[config.mk]
export PLATFORM = sky130hd
export DESIGN_NAME = pipe_stage_skid
export DESIGN_NICKNAME = d
export VERILOG_FILES = /design/src/rtl/pipe_pkg.sv /design/src/rtl/pipe_entry_reg.sv /design/src/rtl/pipe_stage_skid.sv
export SDC_FILE = /design/constraint.sdc
export NUM_CORES = 1
export LEC_CHECK = 0
export ABC_AREA = 1
export ABC_CLOCK_PERIOD_IN_PS = 1900
export CAP_MARGIN = 20
export CORE_AREA = 2 2 133 135
export DETAILED_ROUTE_END_ITERATION = 8
export DIE_AREA = 0 0 135 137
export GPL_TIMING_DRIVEN = 0
export PLACE_DENSITY = 0.79
export SYNTH_ARGS = -nofsm -noshare
export SYNTH_HDL_FRONTEND = slang
export SYNTH_SLANG_ARGS = --single-unit
[constraint.sdc]
create_clock -name clk -period 1.9 [get_ports clk]
set_input_delay 0.285 -clock clk [delete_from_list [all_inputs] [get_ports clk]]
set_output_delay 0.285 -clock clk [all_outputs]
set_load 0.005 [all_outputs]
[src/rtl/pipe_pkg.sv]
// Shared types and defaults for the parametrised pipeline stage register.
// Latency: n/a (types, constants and a pure helper function only).
// Backpressure: n/a.
package pipe_pkg;

    // Occupancy of the stage: nothing held, main entry only, main plus skid.
    typedef enum logic [1:0] {
        EMPTY = 2'd0,
        FULL  = 2'd1,
        SKID  = 2'd2
    } pipe_state_t;

    // Default geometry of a decode-to-execute entry.
    localparam int D_SIZE_DEF  = 32;
    localparam int OPC_W_DEF   = 7;
    localparam int DST_W_DEF   = 3;
    localparam int N_OPS_DEF   = 2;

    // Opcode that downstream decoders treat as "do nothing".
    localparam int NOP_OPC_DEF = 0;

    // Payload layout at the default geometry. The stage builds the same layout
    // from its own parameters so that other widths keep identical field order.
    typedef struct packed {
        logic [OPC_W_DEF-1:0]            opcode;
        logic [DST_W_DEF-1:0]            destination;
        logic [N_OPS_DEF*D_SIZE_DEF-1:0] operands;
    } pipe_payload_t;

    // Number of valid entries held (0, 1 or 2).
    function automatic logic [1:0] entry_count(input logic main_vld, input logic skid_vld);
        return {1'b0, main_vld} + {1'b0, skid_vld};
    endfunction

endpackage

[src/rtl/pipe_entry_reg.sv]
// Payload-plus-valid holding register with load and clear.
// Latency: 1 cycle from load to q/vld.
// Backpressure: none; the owner decides when to load or clear.
module pipe_entry_reg #(
    parameter int W = 8
) (
    input  logic         clk,
    input  logic         rst,
    input  logic         load,
    input  logic         clear,
    input  logic [W-1:0] d,
    output logic         vld,
    output logic [W-1:0] q
);

    // Clear wipes the payload too, so a dropped entry leaves no stale data behind.
    always_ff @(posedge clk) begin
        if (rst || clear) begin
            vld <= 1'b0;
            q   <= '0;
        end else if (load) begin
            vld <= 1'b1;
            q   <= d;
        end
    end

endmodule

[src/rtl/pipe_stage_skid.sv]
// Pipeline stage register with a 2-entry skid so that in_ready is a pure register decode.
// Latency: 1 cycle from accepted input to out_valid; 1 entry/cycle while not halted.
// Backpressure: halt stalls the output; in_ready drops once the skid entry is occupied.
module pipe_stage_skid
    import pipe_pkg::*;
#(
    parameter int                 D_SIZE          = D_SIZE_DEF,
    parameter int                 OPC_W           = OPC_W_DEF,
    parameter int                 DST_W           = DST_W_DEF,
    parameter int                 N_OPS           = N_OPS_DEF,
    parameter logic [OPC_W-1:0]   NOP_OPC         = OPC_W'(NOP_OPC_DEF),
    parameter bit                 FLUSH_OVER_HALT = 1'b1,
    parameter int                 CNT_W           = 8
) (
    input  logic                    clk,
    input  logic                    rst,
    input  logic                    in_valid,
    output logic                    in_ready,
    input  logic                    bubble,
    input  logic [OPC_W-1:0]        in_opcode,
    input  logic [DST_W-1:0]        in_destination,
    input  logic [N_OPS*D_SIZE-1:0] in_operands,
    input  logic                    halt,
    input  logic                    flush,
    output logic                    out_valid,
    output logic [OPC_W-1:0]        out_opcode,
    output logic [DST_W-1:0]        out_destination,
    output logic [N_OPS*D_SIZE-1:0] out_operands,
    output logic [CNT_W-1:0]        flush_drops
);

    typedef struct packed {
        logic [OPC_W-1:0]        opcode;
        logic [DST_W-1:0]        destination;
        logic [N_OPS*D_SIZE-1:0] operands;
    } payload_t;

    localparam int PAY_W = $bits(payload_t);

    pipe_state_t state;
    pipe_state_t state_nxt;

    payload_t in_pay;
    payload_t main_d;
    payload_t main_q;
    payload_t skid_q;
    logic     main_vld;
    logic     skid_vld;
    logic     main_load;
    logic     main_clr;
    logic     skid_load;
    logic     skid_clr;

    logic     halt_eff;
    logic     flush_eff;
    logic     accept;
    logic     out_fire;

    logic [CNT_W:0] drop_sum;

    assign in_pay = '{opcode: in_opcode, destination: in_destination, operands: in_operands};

    // Flush either wins outright or, when halt has priority, is deferred until halt drops.
    assign flush_eff = flush & (FLUSH_OVER_HALT | ~halt);
    assign halt_eff  = FLUSH_OVER_HALT ? (halt & ~flush) : halt;

    assign in_ready  = (state != SKID);
    assign out_valid = main_vld;
    assign out_fire  = main_vld & ~halt_eff;

    // Any asserted flush blocks acceptance: an effective flush discards the cycle's
    // input, and a deferred flush is a complete hold so nothing may slip into the skid.
    assign accept    = in_valid & ~bubble & in_ready & ~flush;

    // Next-state and entry-register controls; skid always drains into main so order stays FIFO.
    always_comb begin
        state_nxt = state;
        main_load = 1'b0;
        main_clr  = 1'b0;
        skid_load = 1'b0;
        skid_clr  = 1'b0;
        main_d    = in_pay;
        if (flush_eff) begin
            state_nxt = EMPTY;
            main_clr  = 1'b1;
            skid_clr  = 1'b1;
        end else begin
            case (state)
                EMPTY: begin
                    if (accept) begin
                        main_load = 1'b1;
                        state_nxt = FULL;
                    end
                end
                FULL: begin
                    if (accept && out_fire) begin
                        main_load = 1'b1;
                    end else if (accept) begin
                        skid_load = 1'b1;
                        state_nxt = SKID;
                    end else if (out_fire) begin
                        main_clr  = 1'b1;
                        state_nxt = EMPTY;
                    end
                end
                SKID: begin
                    if (out_fire) begin
                        main_d    = skid_q;
                        main_load = 1'b1;
                        skid_clr  = 1'b1;
                        state_nxt = FULL;
                    end
                end
                default: begin
                    state_nxt = EMPTY;
                    main_clr  = 1'b1;
                    skid_clr  = 1'b1;
                end
            endcase
        end
    end

    // Occupancy register; in_ready is decoded from this alone, so halt never reaches it combinationally.
    always_ff @(posedge clk) begin
        if (rst) begin
            state <= EMPTY;
        end else begin
            state <= state_nxt;
        end
    end

    pipe_entry_reg #(.W(PAY_W)) u_main (
        .clk   (clk),
        .rst   (rst),
        .load  (main_load),
        .clear (main_clr),
        .d     (main_d),
        .vld   (main_vld),
        .q     (main_q)
    );

    pipe_entry_reg #(.W(PAY_W)) u_skid (
        .clk   (clk),
        .rst   (rst),
        .load  (skid_load),
        .clear (skid_clr),
        .d     (in_pay),
        .vld   (skid_vld),
        .q     (skid_q)
    );

    assign drop_sum = {1'b0, flush_drops} + (CNT_W+1)'(entry_count(main_vld, skid_vld));

    // Saturating count of valid entries thrown away by flush; reset discards are not counted.
    always_ff @(posedge clk) begin
        if (rst) begin
            flush_drops <= '0;
        end else if (flush_eff) begin
            flush_drops <= drop_sum[CNT_W] ? '1 : drop_sum[CNT_W-1:0];
        end
    end

    // An empty stage presents a canonical NOP so consumers need not look at out_valid.
    assign out_opcode      = main_vld ? main_q.opcode      : NOP_OPC;
    assign out_destination = main_vld ? main_q.destination : '0;
    assign out_operands    = main_vld ? main_q.operands    : '0;

endmodule

=== After elaboration in Yosys (flattened, before gate mapping) ===
Index checks and enable logic that the tools add are counted.

* Add/subtract/negate cells: 2
* Equality and inequality tests: 7
* Muxes and demuxes: 27
* Bitwise logic cells: 8
* Reductions and logical operators: 8

{| class="wikitable"
|+ Operators with widths
! cell !! number
|-
| $mux 74 || 3
|-
| $mux 64 || 1
|-
| $mux 1 || 11
|-
| $mux 2 || 5
|-
| $add 8x2->9 || 1
|-
| $mux 8 || 1
|-
| $ne 2x2->1 const B || 4
|-
| $mux 7 || 1
|-
| $pmux 2 s3 || 1
|-
| $reduce_or 2->1 || 3
|-
| $and 1x1->1 || 5
|-
| $pmux 1 s2 || 2
|-
| $reduce_and 4->1 || 1
|-
| $mux 3 || 1
|-
| $ne 3x3->1 const B || 1
|-
| $not 1->1 || 3
|-
| $pmux 1 s3 || 1
|-
| $add 1x1->2 || 1
|-
| $eq 2x1->1 const B || 1
|-
| $eq 2x2->1 const B || 1
|-
| $logic_not 2->1 || 1
|-
| $logic_or 1x1->1 || 2
|-
| $logic_and 1x1->1 || 1
|}

* Register bits after elaboration: 160
* Input port bits: 80
* Output and inout bits: 84
* Word-level logic and storage cells: 58

=== Longest topological paths before layout ===
Gate-level depths: netlist (run 1).

* Word-level depth: 10
* Gate-level depth with buffers: 12
* Mapped depth without buffers: 10

=== Cells and area by module ===
From an unflattened synthesis (run 1), not the netlist that was laid out.

* Cells, all modules: 1,439
* Area, all modules: 8,680.8 um2

{| class="wikitable"
|+ By module, submodules not included
! module !! instances !! cells an instance !! area each (um2)
|-
| pipe_entry_reg || 2 || 472 || 3,054.2
|-
| pipe_stage_skid || 1 || 495 || 2,572.5
|}

=== Worst setup path after synthesis (run 1) ===
Ideal clock, no wire load.

* Path type: flip-flop to flip-flop
* Start point: register u_main.vld
* End point: register flush_drops[6]
* Setup time: 0.070 ns
* Data arrival time: 1.950 ns
* Data required time: 1.830 ns
* Setup slack: -0.120 ns
* Cell stages (with the launch flop): 12
* Buffers on the path: 1
* Cell sequence: dfxtp_1 > clkbuf_1 > inv_1 > fa_1 > inv_1 > ha_1 > inv_1 > nor2_1 > nand3_1 > o21bai_1 > nand2_1 > a21oi_1

* Cells in the longest elaborated chain, start to end: 3

{| class="wikitable"
|+ RTL lines
! item !! line !! text
|-
| start: declaration || pipe_entry_reg.sv:12 || <nowiki>output logic vld,</nowiki>
|-
| start signal: assignment || pipe_entry_reg.sv:19 || <nowiki>vld <= 1'b0;</nowiki>
|-
| start signal: assignment || pipe_entry_reg.sv:22 || <nowiki>vld <= 1'b1;</nowiki>
|-
| $add 1x1->2 || pipe_pkg.sv:32 || <nowiki>return {1'b0, main_vld} + {1'b0, skid_vld};</nowiki>
|-
| $add 8x2->9 || pipe_stage_skid.sv:152 || <nowiki>assign drop_sum = {1'b0, flush_drops} + (CNT_W+1)'(entry_count(main_vld, skid_vld));</nowiki>
|-
| $mux 8 || pipe_stage_skid.sv:159 || <nowiki>flush_drops <= drop_sum[CNT_W] ? '1 : drop_sum[CNT_W-1:0];</nowiki>
|-
| end signal: assignment || pipe_stage_skid.sv:159 ||
|-
| end: declaration || pipe_stage_skid.sv:29 || <nowiki>output logic [CNT_W-1:0] flush_drops</nowiki>
|}

Every way passes these cells.
A chain may end at the register's enable or synchronous reset.

=== Worst setup path in the final report (run 1) ===
* Start point: register u_main.vld
* End point: output port out_operands[5]

* Cells in the longest elaborated chain, start to end: 1

{| class="wikitable"
|+ RTL lines
! item !! line !! text
|-
| $mux 64 || pipe_stage_skid.sv:166 || <nowiki>assign out_operands = main_vld ? main_q.operands : '0;</nowiki>
|-
| end: declaration || pipe_stage_skid.sv:28 || <nowiki>output logic [N_OPS*D_SIZE-1:0] out_operands,</nowiki>
|}

Every way passes these cells.

==> flow_summary.ini, run 1 <==
[outcome]
outcome = complete, but fails checks
failed_checks = negative setup slack

[global_routing]
use_met2 = 0.387
antenna_found_initial = 0
grt_pass1_vias = 7128
grt_first_pass_wirelength_um = 34000
grt_overflow = 0
grt_max_degree = 17
grtUsageMet1 = 0.298
use_met3 = 0.0385
top_usage_layer = met2
track_usage = 0.230

[synth]
ys_ff_latch = 160
ys_warn_count = 0
synth_cell_type_count = 26
synth_cells = 1289
netlist_area_um2 = 7850
synth-seq-area-share = 0.408
syn-num-nets = 1371
syn_area_per_cell_um2 = 6.09

[critical_path]
cp_data_arrival_time_ps = 1670
r2r-end = flush_drops[5]
cp_num_buf_inv = 3
reg2reg_setup_slack_ps = -20
crit_slowest_cell = clkdlybuf4s50_1
start_kind = flop
crit_path_end = out_operands[5]
end_kind = primary output
crit_family = buffers and inverters
r2r_cells = 12
crit_type = reg2out
crit_cells = 4
worstSetupStartpoint = u_main.vld
crit_chain = buf_4 -> nand2_1 -> inv_1 -> clkdlybuf4s50_1
critPathMaxFanout = 10
r2r_start = u_main.vld
critPathRequiredTime_ps = 1620
max_stage_delay_ps = 510

[power_and_ir_drop]
power.density_nw_per_um2 = 665
vdd_drop_max_uv = 613
clkPwrFrac = 0.441
p_int_w = 0.00550
comb_power_share = 0.083
power_switching_w = 0.00162
pwr-share-seq = 0.477
power.leakage_nw = 6.19
p_sw_frac = 0.228

[sta]
fin_hold_ws_ps = 482
setup_ws_ps = -52.1
setup_viol = 11
skew_ps = 7.08
rsz0062_at_grt = true
drv_slew = 0
clock.fmax_mhz = 512
fin_crit_sh = 1.03
layout_min_cycle_time_ps = 1950
hold_viol = 0
relSlewSlack = 0.609
worstMarginPinSlew_ps = 586

[run]
maxCapViolCount = 0

[routing]
firstDrtPassIters = 6
postRouteWirelength_um = 21500
drtIter0Drc = 639
postRouteAntennaNets = 0
wl_per_cell_um = 12.5
avgViaCountPerCell = 4.68
drc = 0
vias = 8049

[clocking]
clk_latency_ps = 420
clockBufferDepth = 2
cts_made_buffers = 17
htree_levels = 4
cts-root-buf = clkbuf_16
clkTransAtPathRegs_ps = 60
cts_tree = built
cts_hold_buf = 0
cts_sinks = 160

[floorplan]
dieWidth_um = 135
dieHeight_um = 137
core_region_area_um2 = 17100
boundaryPins = 164
num_rows = 48
start_util = 0.460
dieArea_um2 = 18500

[finish]
mostFrequentLayoutCell = nand2_1
finalNonFillerCells = 1720
drive_gt1_frac = 0.0916
layout_common_cells = nand2_1 (388), nor2_1 (301), inv_1 (159), dfxtp_1 (159), clkdlybuf4s50_1 (101)
n_fill_cell = 1601
area_delta_synth_final_pct = 36.4
insertedDiodeCount = 0
fin_nets = 1566

[placement]
dp.cells = 1677
dpl.hpwl_um = 14900
detailedPlace.worstSlack_ps = -485
routabilityCongestion = 0.831
portBuffers = 163

[worst_hold_path]
hp-class = reg2reg
## final cells by class
class	count	area (um^2)	area share
inverter	165	619	0.0578
multi-input combinational	883	3660	0.342
sequential	160	3210	0.299
clock inverter	7	62.6	0.00584
tap	225	282	0.0263
timing repair buffer	176	1870	0.174
buffer	81	543	0.0507
clock buffer	23	468	0.0437
## power groups by stage
stage,combinational (W),sequential [W],clock (W)
finish,0.000589,0.00340,0.00314
global route,0.000651,0.00340,0.00332
CTS,0.000574,0.00340,0.00318
detailed placement,0.000561,0.00347,0
global placement,0.000557,0.00347,0
floorplan,0.000277,0.00347,0
## cell families (layout without fill, tap and decap cells)
group           count (synthesis)  in the layout  synth area share
buf+inv                       246            452             0.133
compound gates                 90             90            0.0588
xor+xnor                        2              2           0.00223
flops                         160            160             0.408
simple gates                  789            789             0.394
fa+ha+maj                       2              2           0.00414
## worst min-delay path by stage
stage                             from              to  slack [ps]  cells after the start
after global placement     u_skid.q[4]     u_skid.q[4]         460                      2
after detailed placement  u_skid.q[48]    u_skid.q[48]         470                      2
final                     u_skid.q[68]    u_skid.q[68]         480                      2
after global routing      u_skid.q[56]    u_skid.q[56]         500                      2
after CTS                 u_skid.q[48]    u_skid.q[48]         490                      2
after floorplan                    rst  flush_drops[0]         350                      1
## worst reg2reg max path, cell delays in order (launching register included)
cell	delay, ps
dfxtp_4	380
buf_4	120
buf_8	100
inv_2	40
fa_2	370
inv_2	80
ha_4	130
inv_1	60
nor2_4	120
nand4_1	240
nand3_1	140
nand2_1	50
inv_1	40
## per-stage QoR
step | power [W] | utilization | cell area, um^2 | setup TNS (ps)
floorplan | 0.00374 | - | 7860 | 0
global placement | 0.00403 | 0.573 | 9770 | -57700
detailed placement | 0.00403 | 0.573 | 9770 | -59990
CTS | 0.00715 | 0.610 | 10400 | -6450
global route | 0.00737 | 0.628 | 10700 | -1630
finish | 0.00713 | 0.628 | 10700 | -247
## state kept, by name (all words and copies together) (netlist names)
signal       flops
u_main.q        74
u_skid.vld       1
u_main.vld       1
u_skid.q        74
flush_drops      8
state            2
## metal layers
layer	wire length (um)	up-vias	share of wire
met5	0	-	0
met4	392	0	0.018
met3	1280	29	0.059
met2	10100	253	0.47
met1	9680	3552	0.45
li1	-	4215	-
## synthesized netlist by cell type, drive strengths merged
library cell	count	share of area
nor3	1	0.00064
inv	165	0.079
nor2	309	0.15
dfxtp	160	0.41
clkbuf	24	0.011
o21bai	1	0.00096
nand3	78	0.050
a21boi	3	0.0029
fa	1	0.0025
a31oi	1	0.00080
xor2	2	0.0022
nand4	3	0.0024
a21oi	8	0.0051
o21ai	77	0.049
nand2	398	0.19
ha	1	0.0016
buf	57	0.042
## what timing repair did
action                     CTS  global route
pin swaps                    4             5
setup endpoints to repair   91           177
setup buffers                1             8
resized for setup           44           101
gates cloned                 1             3
hold endpoints to repair     0             0
(Power assumes the default switching activity.)
==> run 2: changes to the inputs <==
--- a/config.mk
+++ b/config.mk
@@ -7,7 +7,7 @@
 export LEC_CHECK = 0
 export ABC_AREA = 1
 export ABC_CLOCK_PERIOD_IN_PS = 1900
-export CAP_MARGIN = 20
+export CAP_MARGIN = 15
 export CORE_AREA = 2 2 133 135
 export DETAILED_ROUTE_END_ITERATION = 8
 export DIE_AREA = 0 0 135 137
==> results of run 2 <==
The final DEF is identical to that of run 1; final timing and power are the same.
